[src/rtl/nes_pkg.sv]
// Shared NES bus constants and the OAM DMA state type.
package nes_pkg;

  localparam logic [15:0] OAMDMA_REG_ADDR = 16'h4014;
  localparam logic [15:0] OAMDATA_ADDR    = 16'h2004;

  typedef enum logic [2:0] {
    IDLE,
    HALT,
    ALIGN,
    READ,
    WRITE
  } oam_dma_state_e;

endpackage

[src/rtl/oam_dma.sv]
// OAM DMA: a write to 0x4014 copies page {page,00..FF} into OAMDATA, halting the CPU.
// Define OAM_DMA_ALIGN_EN to insert an ALIGN cycle when the halt lands on an odd clock.
module oam_dma
  import nes_pkg::*;
(
  input  logic        clock,
  input  logic        reset_n,
  input  logic        cpu_wr,
  input  logic [15:0] cpu_addr,
  input  logic [7:0]  cpu_wdata,
  output logic        cpu_rdy,
  output logic        dma_active,
  output logic [15:0] dma_addr,
  output logic        dma_write,
  input  logic [7:0]  dma_rdata,
  output logic [7:0]  dma_wdata,
  output logic        dma_done
);

  oam_dma_state_e state, state_nxt;
  logic [7:0]     page;
  logic [7:0]     idx;
  logic           trigger;

  assign trigger = (state == IDLE) && cpu_wr && (cpu_addr == OAMDMA_REG_ADDR);

`ifdef OAM_DMA_ALIGN_EN
  logic parity;

  // Free-running clock parity, independent of the transfer state.
  always_ff @(posedge clock or negedge reset_n) begin
    if (!reset_n) parity <= 1'b0;
    else          parity <= ~parity;
  end
`endif

  always_ff @(posedge clock or negedge reset_n) begin
    if (!reset_n) state <= IDLE;
    else          state <= state_nxt;
  end

  always_ff @(posedge clock or negedge reset_n) begin
    if (!reset_n) begin
      page     <= '0;
      idx      <= '0;
      dma_done <= 1'b0;
    end else begin
      if (trigger) begin
        page <= cpu_wdata;
        idx  <= '0;
      end else if (state == WRITE) begin
        idx <= idx + 8'd1;
      end
      dma_done <= (state == WRITE) && (idx == 8'hFF);
    end
  end

  always_comb begin
    state_nxt  = state;
    cpu_rdy    = 1'b0;
    dma_active = 1'b1;
    dma_addr   = '0;
    dma_write  = 1'b0;
    dma_wdata  = '0;
    unique case (state)
      IDLE: begin
        cpu_rdy    = 1'b1;
        dma_active = 1'b0;
        if (trigger) state_nxt = HALT;
      end
      HALT: begin
`ifdef OAM_DMA_ALIGN_EN
        state_nxt = parity ? ALIGN : READ;
`else
        state_nxt = READ;
`endif
      end
      ALIGN: state_nxt = READ;
      READ: begin
        dma_addr  = {page, idx};
        state_nxt = WRITE;
      end
      WRITE: begin
        dma_addr  = OAMDATA_ADDR;
        dma_write = 1'b1;
        dma_wdata = dma_rdata;
        state_nxt = (idx == 8'hFF) ? IDLE : READ;
      end
      default: state_nxt = IDLE;
    endcase
  end

endmodule

[config.mk]
export PLATFORM = sky130hd
export DESIGN_NAME = oam_dma
export DESIGN_NICKNAME = d
export VERILOG_FILES = /design/src/rtl/nes_pkg.sv /design/src/rtl/oam_dma.sv
export SDC_FILE = /design/constraint.sdc
export NUM_CORES = 1
export LEC_CHECK = 0
export CAP_MARGIN = 20
export CORE_MARGIN = 5
export CORE_UTILIZATION = 29
export CTS_BUF_LIST = sky130_fd_sc_hd__clkbuf_4 sky130_fd_sc_hd__clkbuf_8 sky130_fd_sc_hd__clkbuf_16
export DETAILED_ROUTE_END_ITERATION = 8
export SKIP_LAST_GASP = 1
export SLEW_MARGIN = 20
export SYNTH_ARGS = -nofsm -noshare
export SYNTH_HDL_FRONTEND = slang
export SYNTH_SLANG_ARGS = --single-unit
[constraint.sdc]
create_clock -name clock -period 2.5 [get_ports clock]
set_clock_uncertainty 0.1 [all_clocks]
set_input_delay 0.5 -clock clock [delete_from_list [all_inputs] [get_ports clock]]
set_output_delay 0.5 -clock clock [all_outputs]
set_load 0.005 [all_outputs]
==> results.cfg <==
[timing]
fin_crit_ns = 2.44
timing.max_slew.rel_slack_pct = 83.1
finalMaxSlewViolations = 0
setup_viol = 0
hold_slack_ns = 0.400
hold_violations = 0
max_freq_mhz = 410
min_period_over_period_pct = 97.5
tightest_slew_ns = 0.252

[global_routing]
grt_use_met1_pct = 13.5
grtUsageMet2_pct = 21.3
track_usage_pct = 11.8
grt_max_degree = 21
antenna_found_initial = 0
grt_pass1_vias = 1049
use_met3_pct = 2.95
grt_first_pass_wirelength_um = 4840
grt_overflow = 0
grt_busiest_layer = met2

[clock_tree]
root_buffer = clkbuf_8
cts_tree = done
cts_inserted_buffers = 3
clock_path_buffers = 2
htree_levels = 1
cts.sinks = 20
path_clk_slew_ns = 0.07
clk_latency_ns = 0.25

[power]
peakVddDrop_v = 0.000331
p_per_area_nw_per_um2 = 579
cellLeakagePower_nw = 0.857

[placed_design]
dpl.hpwl_um = 2430
port_buffers = 62
gp_congestion = 0.803

[route]
antenna_left = 0
first_pass_iters = 4
wl_per_cell_um = 13.1
drt_iter0_drc = 32
vias = 1040
drc = 0
finalWirelength_um = 3020
viasPerCell = 4.52

[synthesis]
synth.distinct_cells = 28
seq_area_frac_synth_pct = 45.7
syn_nets = 144
yosys_warnings = 0
synth_area_um2 = 1100
yosys_most_used_dff = dfrtp_1
synth_edf_count = 0
ys_seq_elements = 20
synthCells = 108
async_flop_share_pct = 100
avgSynthCellArea_um2 = 10.1

[floorplan]
die_area_um2 = 5110
start_util_pct = 29.9
io_pins = 63
die_h_um = 71.5
fp-row-count = 22
core_area_um2 = 3660
die_x_um = 71.5

[finish]
layout-drive-gt1-share_pct = 17.0
layout_commonest_cell = clkdlybuf4s50_1
final_core_util_pct = 51.9
fill_cells = 321
antenna_cells = 0
final_cell_mix = 61 x clkdlybuf4s50_1, 22 x and2_1, 20 x dfrtp_1, 12 x nand2_1, 12 x nor2_1
syn2layout_area_growth_pct = 73.3
nets = 220
seqCellArea_um2 = 500
multi_input_area_um2 = 566

[setup_path]
arrival_ns = 1.84
cp_max_fo = 5
cp-end-kind = output pin
start_kind = flip-flop
path_class = flip-flop to output pin
worstPathRequired_ns = 1.90

[worst_hold_path]
hold_path_class = flip-flop to flip-flop

[flow_run]
drv_cap = 0

[run_status]
status = finished clean
cells by family after synthesis:
kind of cell	Yosys count	share of synthesized area, %
AO/OA/AOI/OAI	3	1.60
XOR/XNOR	8	6.39
adder cells (fa/ha/maj)	1	1.14
buffers and inverters	6	2.97
flip-flops	20	45.7
multiplexers	8	8.90
AND/OR/NAND/NOR	62	33.3
synth_stat cells, drive strengths merged, types with 2 or more instances:
cell type | count | share of area [%]
inv | 2 | 0.69
xnor2 | 4 | 3.2
xor2 | 4 | 3.2
mux2 | 8 | 8.9
and2 | 22 | 13
nor3 | 3 | 2.9
dfrtp | 20 | 46
buf | 3 | 1.9
nand4 | 4 | 2.3
nand3 | 3 | 1.8
nor2 | 12 | 4.1
nand2 | 12 | 4.1
nor4 | 2 | 2.5
per-stage QoR:
step                total power, mW   TNS, ns  instance area (µm²)  instances  worst slack (ns)
global placement              0.840         0                 1800        221             0.207
floorplan                     0.600         0                 1100        108             0.504
global route                   1.19  -0.00880                 1900        230          -0.00880
detailed placement            0.852         0                 1800        221             0.190
CTS                            1.08         0                 1860        226           0.00892
finish                         1.10         0                 1900        230            0.0636
cell type report:
| type | instances | share of cell area (%) |
|---|---|---|
| Tap cell | 48 | 3.16 |
| Timing Repair inverter | 1 | 0.395 |
| Sequential cell | 20 | 26.4 |
| Multi-Input combinational cell | 82 | 29.8 |
| Timing Repair Buffer | 74 | 37.7 |
| Inverter | 2 | 0.395 |
| Clock buffer | 3 | 2.17 |
state kept, by name, indices dropped and copies added (netlist names):
| register | cells |
|---|---|
| dma_done | 1 |
| page | 8 |
| state | 3 |
| idx | 8 |
power breakdown:
part | internal, mW | leakage (nW) | switching [mW]
logic | 0.281 | 0.564 | 0.195
clock network | 0.107 | 0.0216 | 0.0995
registers | 0.369 | 0.271 | 0.0486
total | 0.757 | 0.857 | 0.344
worst max-delay path, stage by stage (launching register included):
cell             delay [ns]
dfrtp_1                0.42
or3b_4                 0.42
inv_2                  0.10
and2_1                 0.14
clkdlybuf4s50_1        0.50
final timing paths:
| kind | cells past startpoint | startpoint | slack (ns) | end |
|---|---|---|---|---|
| max | 4 | state[0] | 0.06 | dma_wdata[0] |
| min | 1 | page[3] | 0.40 | page[3] |
| max reg2reg | 6 | state[0] | 0.59 | page[1] |
| min reg2reg | 1 | page[3] | 0.40 | page[3] |
| max in group asynchronous | 2 | reset_n | 1.61 | state[2] |
| min in group asynchronous | 2 | reset_n | 0.48 | idx[3] |
what timing repair did:
action / in CTS / in global routing
hold buffers: 0 / 0
resized for setup: 3 / 2
setup endpoints to repair: 8 / 9
hold endpoints to repair: 0 / 0
pin swaps: 0 / 1
buffers inserted: 1 / 4
gates cloned: 1 / 0
layer usage:
layer / routed length (µm) / vias up
met3: 191 / 0
met1: 1200 / 501
met5: 0 / -
met4: 0 / 0
li1: - / 510
met2: 1630 / 29
(Power assumes the default switching activity.)
